**src/rtl/cam_power_sequencer.sv**
```systemverilog
// rtl/cam_power_sequencer.sv - image sensor power-up, reset, configuration and shutdown sequencer
// Optional feature macro CAM_XMASTER_EN: latch xmaster_sel_i onto cam_xmaster_o for each power-up.
module cam_power_sequencer #(
  parameter int DEBOUNCE_CYCLES    = 1024,
  parameter int RAIL_DELAY_CYCLES  = 4096,
  parameter int PG_TIMEOUT_CYCLES  = 32768,
  parameter int RESET_HOLD_CYCLES  = 8192,
  parameter int CFG_TIMEOUT_CYCLES = 65535,
  parameter int CNT_W              = 17
) (
  input  logic       sclk_i,
  input  logic       reset_n_i,
  input  logic       cam_ctrl_in,
  input  logic [2:0] pg_i,
  input  logic       xmaster_sel_i,
  input  logic       cfg_done_i,
  input  logic       cfg_err_i,
  output logic [2:0] rail_en_o,
  output logic       cam_reset_o,
  output logic       cam_xmaster_o,
  output logic       cfg_start_o,
  output logic       stream_en_o,
  output logic       fault_o,
  output logic [2:0] state_o
);

  localparam logic [2:0] S_OFF      = 3'd0;
  localparam logic [2:0] S_RAIL_UP  = 3'd1;
  localparam logic [2:0] S_RST_HOLD = 3'd2;
  localparam logic [2:0] S_CFG      = 3'd3;
  localparam logic [2:0] S_RUN      = 3'd4;
  localparam logic [2:0] S_RAIL_DN  = 3'd5;
  localparam logic [2:0] S_FAULT    = 3'd6;

  localparam logic [CNT_W-1:0] CNT_ONE  = CNT_W'(1);
  localparam logic [CNT_W-1:0] DB_LAST  = CNT_W'(DEBOUNCE_CYCLES - 1);
  localparam logic [CNT_W-1:0] RD_LAST  = CNT_W'(RAIL_DELAY_CYCLES - 1);
  localparam logic [CNT_W-1:0] PG_LAST  = CNT_W'(PG_TIMEOUT_CYCLES - 1);
  localparam logic [CNT_W-1:0] RH_LAST  = CNT_W'(RESET_HOLD_CYCLES - 1);
  localparam logic [CNT_W-1:0] CFG_LAST = CNT_W'(CFG_TIMEOUT_CYCLES - 1);

  logic             ctrl_s1_q, ctrl_s2_q;
  logic [2:0]       pg_s1_q, pg_s2_q;
  logic             ctrl_db_q, ctrl_db_d;
  logic [CNT_W-1:0] db_cnt_q, db_cnt_d;

  logic [2:0]       state_q, state_d;
  logic [1:0]       idx_q, idx_d;
  logic [CNT_W-1:0] cnt_q, cnt_d;
  logic [2:0]       rail_en_q, rail_en_d, dn_rails;
  logic             cam_reset_q, cam_reset_d;
  logic             cfg_start_q, cfg_start_d;
  logic             stream_en_q, stream_en_d;
  logic             fault_q, fault_d;
  logic             pg_idx;

  assign pg_idx = pg_s2_q[idx_q];

  // Debounce counts consecutive samples that disagree with the accepted level.
  always_comb begin
    ctrl_db_d = ctrl_db_q;
    db_cnt_d  = '0;
    if (ctrl_s2_q != ctrl_db_q) begin
      if (db_cnt_q >= DB_LAST) ctrl_db_d = ctrl_s2_q;
      else                     db_cnt_d  = db_cnt_q + CNT_ONE;
    end
  end

  always_comb begin
    state_d  = state_q;
    idx_d    = idx_q;
    cnt_d    = cnt_q + CNT_ONE;
    dn_rails = rail_en_q >> 1;
    case (state_q)
      S_OFF: begin
        cnt_d = '0;
        idx_d = 2'd0;
        if (ctrl_db_q) state_d = S_RAIL_UP;
      end
      S_RAIL_UP: begin
        if (!pg_idx && cnt_q >= PG_LAST) state_d = S_FAULT;
        else if (!ctrl_db_q)             state_d = S_RAIL_DN;
        else if (pg_idx && cnt_q >= RD_LAST) begin
          cnt_d = '0;
          if (idx_q == 2'd2) state_d = S_RST_HOLD;
          else               idx_d   = idx_q + 2'd1;
        end
      end
      S_RST_HOLD: begin
        if (!ctrl_db_q)            state_d = S_RAIL_DN;
        else if (cnt_q >= RH_LAST) state_d = S_CFG;
      end
      S_CFG: begin
        if (cfg_err_i)                         state_d = S_FAULT;
        else if (!cfg_done_i && cnt_q >= CFG_LAST) state_d = S_FAULT;
        else if (!ctrl_db_q)                   state_d = S_RAIL_DN;
        else if (cfg_done_i)                   state_d = S_RUN;
      end
      S_RUN: begin
        cnt_d = '0;
        if (pg_s2_q != 3'b111) state_d = S_FAULT;
        else if (!ctrl_db_q)   state_d = S_RAIL_DN;
      end
      S_RAIL_DN: begin
        // Rails are always a contiguous run from bit 0, so a right shift drops the highest one.
        if (cnt_q >= RD_LAST) begin
          cnt_d = '0;
          if (rail_en_q == 3'b000) state_d = S_OFF;
        end else begin
          dn_rails = rail_en_q;
        end
      end
      S_FAULT: begin
        cnt_d = '0;
        if (!ctrl_db_q) state_d = S_OFF;
      end
      default: state_d = S_FAULT;
    endcase
    if (state_d != state_q) cnt_d = '0;
  end

  always_comb begin
    rail_en_d = 3'b000;
    case (state_d)
      S_RAIL_UP:                 rail_en_d = (idx_d == 2'd0) ? 3'b001 :
                                             (idx_d == 2'd1) ? 3'b011 : 3'b111;
      S_RST_HOLD, S_CFG, S_RUN:  rail_en_d = 3'b111;
      S_RAIL_DN:                 rail_en_d = dn_rails;
      default:                   rail_en_d = 3'b000;
    endcase
    cam_reset_d = !(state_d == S_CFG || state_d == S_RUN);
    cfg_start_d = (state_d == S_CFG) && (state_q != S_CFG);
    stream_en_d = (state_d == S_RUN);
    fault_d     = (state_d == S_FAULT);
  end

  always_ff @(posedge sclk_i or negedge reset_n_i) begin
    if (!reset_n_i) begin
      ctrl_s1_q   <= 1'b0;
      ctrl_s2_q   <= 1'b0;
      pg_s1_q     <= 3'b000;
      pg_s2_q     <= 3'b000;
      ctrl_db_q   <= 1'b0;
      db_cnt_q    <= '0;
      state_q     <= S_OFF;
      idx_q       <= 2'd0;
      cnt_q       <= '0;
      rail_en_q   <= 3'b000;
      cam_reset_q <= 1'b1;
      cfg_start_q <= 1'b0;
      stream_en_q <= 1'b0;
      fault_q     <= 1'b0;
    end else begin
      ctrl_s1_q   <= cam_ctrl_in;
      ctrl_s2_q   <= ctrl_s1_q;
      pg_s1_q     <= pg_i;
      pg_s2_q     <= pg_s1_q;
      ctrl_db_q   <= ctrl_db_d;
      db_cnt_q    <= db_cnt_d;
      state_q     <= state_d;
      idx_q       <= idx_d;
      cnt_q       <= cnt_d;
      rail_en_q   <= rail_en_d;
      cam_reset_q <= cam_reset_d;
      cfg_start_q <= cfg_start_d;
      stream_en_q <= stream_en_d;
      fault_q     <= fault_d;
    end
  end

`ifdef CAM_XMASTER_EN
  logic xmaster_q, xmaster_d;

  always_comb begin
    xmaster_d = xmaster_q;
    if (state_d == S_OFF)      xmaster_d = 1'b0;
    else if (state_q == S_OFF) xmaster_d = xmaster_sel_i;
  end

  always_ff @(posedge sclk_i or negedge reset_n_i) begin
    if (!reset_n_i) xmaster_q <= 1'b0;
    else            xmaster_q <= xmaster_d;
  end

  assign cam_xmaster_o = xmaster_q;
`else
  logic unused_xmaster_sel;
  assign unused_xmaster_sel = xmaster_sel_i;
  assign cam_xmaster_o      = 1'b0;
`endif

  assign rail_en_o   = rail_en_q;
  assign cam_reset_o = cam_reset_q;
  assign cfg_start_o = cfg_start_q;
  assign stream_en_o = stream_en_q;
  assign fault_o     = fault_q;
  assign state_o     = state_q;

endmodule

```
**config.mk**
```make
export PLATFORM = sky130hd
export DESIGN_NAME = cam_power_sequencer
export DESIGN_NICKNAME = d
export VERILOG_FILES = /design/src/rtl/cam_power_sequencer.sv
export SDC_FILE = /design/constraint.sdc
export NUM_CORES = 1
export LEC_CHECK = 0
export CAP_MARGIN = 10
export CORE_UTILIZATION = 55
export DETAILED_ROUTE_END_ITERATION = 7
export GPL_TIMING_DRIVEN = 1
export PLACE_DENSITY = 0.86
export REMOVE_ABC_BUFFERS = 1
export SYNTH_ARGS = -nofsm -noshare
export SYNTH_HDL_FRONTEND = slang
export SYNTH_SLANG_ARGS = --single-unit
```
**constraint.sdc**
```tcl
create_clock -name sclk_i -period 3.2 [get_ports sclk_i]
set_input_delay 0.48 -clock sclk_i [delete_from_list [all_inputs] [get_ports sclk_i]]
set_output_delay 0.48 -clock sclk_i [all_outputs]
set_load 0.05 [all_outputs]
```
# After elaboration in Yosys (flattened, before gate mapping)
# Index checks and enable logic that the tools add are counted.
# op_classes
reduce_logical,14
muxes,37
addsub,3
eq_ne,19
n_lt_le_gt_ge,6
# op_table
operator,n
two-way mux 17 bit,7
two-way mux 3 bit,20
one-hot mux 17 bit (3 select lines),1
adder 17 x 1 -> 17 bit (second input constant),2
one-hot mux 3 bit (7 select lines),1
== test 3 bit (second input constant),6
>= comparator 17 x 10 -> 1 bit (second input constant),1
>= comparator 17 x 12 -> 1 bit (second input constant),1
>= comparator 17 x 13 -> 1 bit (second input constant),1
>= comparator 17 x 15 -> 1 bit (second input constant),1
>= comparator 17 x 16 -> 1 bit (second input constant),1
== test 3 x 2 -> 1 bit (second input constant),4
one-hot mux 3 bit (3 select lines),1
two-way mux 2 bit,4
== test 3 x 1 -> 1 bit (second input constant),2
zero test 3 bit,2
!= test 3 bit (second input constant),2
OR reduction 3 bit,2
logical AND 1 bit,4
one-hot mux 2 bit (2 select lines),1
zero test 1 bit,3
< comparator 2 x 3 -> 1 bit (second input constant),1
!= test 3 x 2 -> 1 bit (second input constant),1
!= test 3 bit,1
9 further kinds,9
# word_totals
word_cells,93
in_bits,9
out_inout_bits,11
reg_bits,55

# Logic depth before layout (Yosys ltp)
# depth
depth_word,11
depth_mapped,10
mapped_depth_nobuf,9

# Worst setup path before layout
# No wires, ideal clock.
# synth_path
path_kind,reg-to-reg
startpoint,"register state_q[2], in the netlist state_o[2]"
endpoint,"register rail_en_q[1], in the netlist rail_en_o[1]"
path_slack_ps,442
t_required_ps,3130
t_arrival_ps,2688
synth_period_minus_slack_ps,2758
setup_time_ps,70
stages_incl_launch_ff,10
n_path_buf,2
path_cell_list,dfrtp_1 > clkbuf_1 > inv_1 > or3_1 > nor3_1 > a211oi_1 > and2_1 > clkbuf_1 > a2111o_1 > nand3_1
# synth_via
elab_chain_len,8
word_cells_on_any_way,36
classes_between,12 x eq/ne; 21 x mux; 3 x reduce/logical
# synth_rtl
element,line_no,rtl
start: declaration,47,"logic [2:0] state_q, state_d;"
start signal: assignment,160,state_q <= state_d;
"two-way mux 3 bit, on equally long branches","97, 85",
"two-way mux 3 bit, on equally long branches","96, 83",
"two-way mux 3 bit, on equally long branches","95, 82",
"two-way mux 3 bit, on equally long branches","94, 81",
one-hot mux 3 bit (7 select lines),74,case (state_q)
== test 3 bit or == test 3 x 2 -> 1 bit (tied branches),124,case (state_d)
OR reduction 3 bit,124,
one-hot mux 3 bit (3 select lines),124,
end signal: assignment,163,rail_en_q <= rail_en_d;
end: declaration,50,"logic [2:0] rail_en_q, rail_en_d, dn_rails;"
# Several ways; a longest one is shown, not always the timed one.
# A chain may end at the register's enable or synchronous reset.

# Worst setup path in the final report
# layout_path
startpoint,register cnt_q[0]
endpoint,register cnt_q[4]
# layout_via
elab_chain_len,8
word_cells_on_any_way,24
classes_between,1 x add/sub; 4 x order compare; 1 x eq/ne; 15 x mux; 3 x reduce/logical
# layout_rtl
element,line_no,rtl
start: declaration,49,"logic [CNT_W-1:0] cnt_q, cnt_d;"
start signal: assignment,162,cnt_q <= cnt_d;
>= comparator 17 x 12 -> 1 bit,"83, 106",
logical AND 1 bit,83,else if (pg_idx && cnt_q >= RD_LAST) begin
two-way mux 3 bit,83,
two-way mux 3 bit,82,else if (!ctrl_db_q) state_d = S_RAIL_DN;
two-way mux 3 bit,81,if (!pg_idx && cnt_q >= PG_LAST) state_d = S_FAULT;
one-hot mux 3 bit (7 select lines),74,
!= test 3 bit,119,if (state_d != state_q) cnt_d = '0;
two-way mux 17 bit (*),119,
via cnt_d[4],49,
# The timed path passes the listed nets; every way through them passes the cells marked *.

==> flow_metrics.py <==
metrics = {
    "synthesis": {
        "synth-seq-cells": 55,
        "yosysSeqAreaShare": 0.5152,
        "synth_cell_type_count": 56,
        "synthTopCellsByArea": "dfrtp_1 51%, nor2_1 4.9%, xor2_1 3.9%, xnor2_1 3.6%, nand3_1 2.8%",
        "synth_cells": 259,
        "synth_top_area_share": 0.5054,
        "yosysWarnings": 0,
        "synth_top_area_cell": "dfrtp_1",
        "syn_avg_cell_area_sq_um": 10.32,
        "synth_common_cells": "54 x dfrtp_1, 35 x nor2_1, 15 x nand2_1, 15 x nand3_1, 12 x xor2_1",
        "async_flop_share": 1.000,
        "netlist_area_sq_mm": 0.002674,
        "postSynth.topFlopCell": "dfrtp_1",
        "post-synth-top-count-cell": "dfrtp_1",
        "synth_edf_count": 0,
    },
    "worst_setup_path": {
        "worstReg2RegEnd": "cnt_q[4]",
        "crit_required_ns": 3.43,
        "path_max_fanout": 17,
        "r2r_setup_slack_ns": 0.34,
        "crit_type": "reg2reg",
        "r2r_start": "cnt_q[0]",
        "startpoint_type": "flop",
        "end_kind": "flop",
        "reg2reg_depth": 9,
        "cp_data_arrival_time_ns": 3.09,
    },
    "routing": {
        "drt_pass1_iterations": 4,
        "detail-route-antenna-nets": 0,
        "num_vias": 1909,
        "viasPerCell": 5.615,
        "finalWirelength_microns": 4397,
        "drt_iter0_markers": 167,
        "wl_per_cell_microns": 12.93,
        "remaining_drc_errors": 0,
    },
    "global_route": {
        "grt_overflow_total": 0,
        "grt_pass1_vias": 1693,
        "grt_max_degree": 33,
        "grt_pass1_wl_microns": 7334,
        "grtUsageTotal": 0.1871,
        "antenna_found_initial": 0,
    },
    "clocking": {
        "clock-sinks": 55,
        "cts_tree": "built",
        "h-tree-depth": 2,
        "hold_buffers": 0,
        "cts_resized": 0,
        "cts_buffers": 5,
        "clockBufferDepth": 2,
        "clock_latency_ns": 0.30,
        "clock-root-buffer": "clkbuf_8",
        "cts_setup_buffers": 0,
        "clk_pin_slew_ns": 0.10,
    },
    "cells_and_area": {
        "post-route-util": 0.6405,
        "nNetsFinal": 299,
        "regArea_sq_mm": 0.001378,
        "diodes": 0,
        "multiInputGateArea_sq_mm": 0.001229,
        "area_delta_synth_final_pct": 12.40,
        "nFillCells": 379,
        "layout-drive-gt1-share": 0.1154,
    },
    "flow_run": {
        "maxCapViolations": 0,
    },
    "floorplan": {
        "die-area_sq_mm": 0.005144,
        "io-pin-count": 20,
        "core-area_sq_mm": 0.004692,
        "die_x_microns": 71.73,
        "die_h_microns": 71.73,
        "rows": 25,
        "initial_utilization": 0.5699,
    },
    "pwr": {
        "leakagePower_nw": 1.262,
        "ir_drop_v": 0.0004391,
        "p_per_area_mw_per_mm2": 762.1,
    },
    "timing": {
        "min_period_ns": 2.863,
        "slew_violations": 0,
        "min_period_over_period": 0.8947,
        "rsz0062_at_grt": "no",
        "final-hold-violation-count": 0,
        "fmax_ghz": 0.3493,
        "finClkSkew_ns": 0.009345,
        "setup_violations": 0,
        "worstMarginPinSlew_ns": 0.6971,
        "setup_tns_ns": 0,
        "slew_headroom": 0.5317,
    },
    "placement": {
        "gp_congestion": 0.8741,
        "place.port_buffers": 17,
        "dp_hpwl_microns": 3148,
    },
    "worst_hold_path": {
        "hp-class": "in2async",
    },
    "outcome": {
        "status": "completed",
    },
}
[cell usage in the layout (no fill, tap or decap), types with 2 or more instances in the layout]
master	count
a21oi_1	8
nand2b_1	2
a211oi_1	2
o221ai_1	2
conb_1	8
or4_4	2
nor2_2	10
nand2_1	15
xor2_1	12
or3_1	2
clkbuf_8	5
clkdlybuf4s50_1	16
a2111o_1	2
a22oi_1	2
and2_1	3
xnor2_1	11
nor2_1	35
dfrtp_1	54
o21ai_1	2
ha_1	5
nand3_1	15
a31oi_1	2
nand4_1	4
o21ai_0	7
and3_1	7
buf_4	2
nor3_1	6
inv_1	11
nor4_1	3
[worst max-delay path by stage]
stage                           from  slack (ns)           end
after detailed placement    cnt_q[0]        0.39  rail_en_o[2]
after global placement      cnt_q[0]        0.40  rail_en_o[2]
after floorplan           state_o[0]        0.40     cnt_q[16]
after CTS                   cnt_q[0]        0.34      cnt_q[4]
final                       cnt_q[0]        0.34      cnt_q[4]
after global routing        cnt_q[0]        0.12      cnt_q[4]
[area by class of cell]
class / instances / area share
timing repair buffer: 20 / 0.06661
inverter: 11 / 0.01374
multi-input combinational: 192 / 0.4088
clock inverter: 2 / 0.005828
tap: 54 / 0.02248
clock buffer: 6 / 0.02415
sequential: 55 / 0.4584
[cells by family after synthesis]
kind of cell	Yosys count	synth area share
xor gates and xnor gates	23	0.07534
DFF	55	0.5152
muxes	2	0.007955
and+or+nand+nor	110	0.2148
buffers and inverters	19	0.03510
AOI/OAI and AO/OA	44	0.1268
adders and majority gates	5	0.02340
other	1	0.001402
[worst max-delay path, cell delays in order, from the launching register on]
cell	delay, ns
dfrtp_1	0.46
ha_1	0.29
a21oi_1	0.39
nor4_2	0.11
nor3_1	0.61
a211oi_1	0.17
a21oi_1	0.29
o221ai_4	0.16
buf_12	0.18
nor2_1	0.13
[flip-flops by register name (all words and copies together), names as in the netlist]
register,cells
ctrl_s2_q,1
idx_q,2
ctrl_db_q,1
fault_o,1
rail_en_o,3
cam_reset_o,1
pg_s1_q,3
stream_en_o,1
ctrl_s1_q,1
cnt_q,17
db_cnt_q,17
cfg_start_o,1
pg_s2_q,3
state_o,3
[routing by layer]
layer | vias to the layer above | share of wire | track usage
met5 | - | 0 | 0
met4 | 0 | 0.025 | 0.09586
met1 | 898 | 0.47 | 0.2622
li1 | 956 | - | -
met3 | 10 | 0.043 | 0.03516
met2 | 45 | 0.46 | 0.2799
[through the flow]
step | hold WS, ns | area (sq um) | setup slack (ns) | cells | total power [mW]
final | 0.1388 | 3005 | 0.3368 | 340 | 2.290
after global routing | 0.1677 | 3005 | 0.1179 | 340 | 2.425
after CTS | 0.1523 | 3005 | 0.3439 | 340 | 2.310
after detailed placement | 0.3347 | 2915 | 0.3897 | 332 | 1.929
after global placement | 0.3325 | 2915 | 0.3973 | 332 | 1.910
after floorplan | 0.1844 | 2648 | 0.3955 | 258 | 1.599
[report_power, final]
| group | switching (mW) | total, mW | internal (mW) |
|---|---|---|---|
| Combinational | 0.662 | 1.05 | 0.392 |
| Clock | 0.213 | 0.372 | 0.159 |
| Sequential | 0.0823 | 0.864 | 0.782 |
Power figures use the tool's default switching activity.
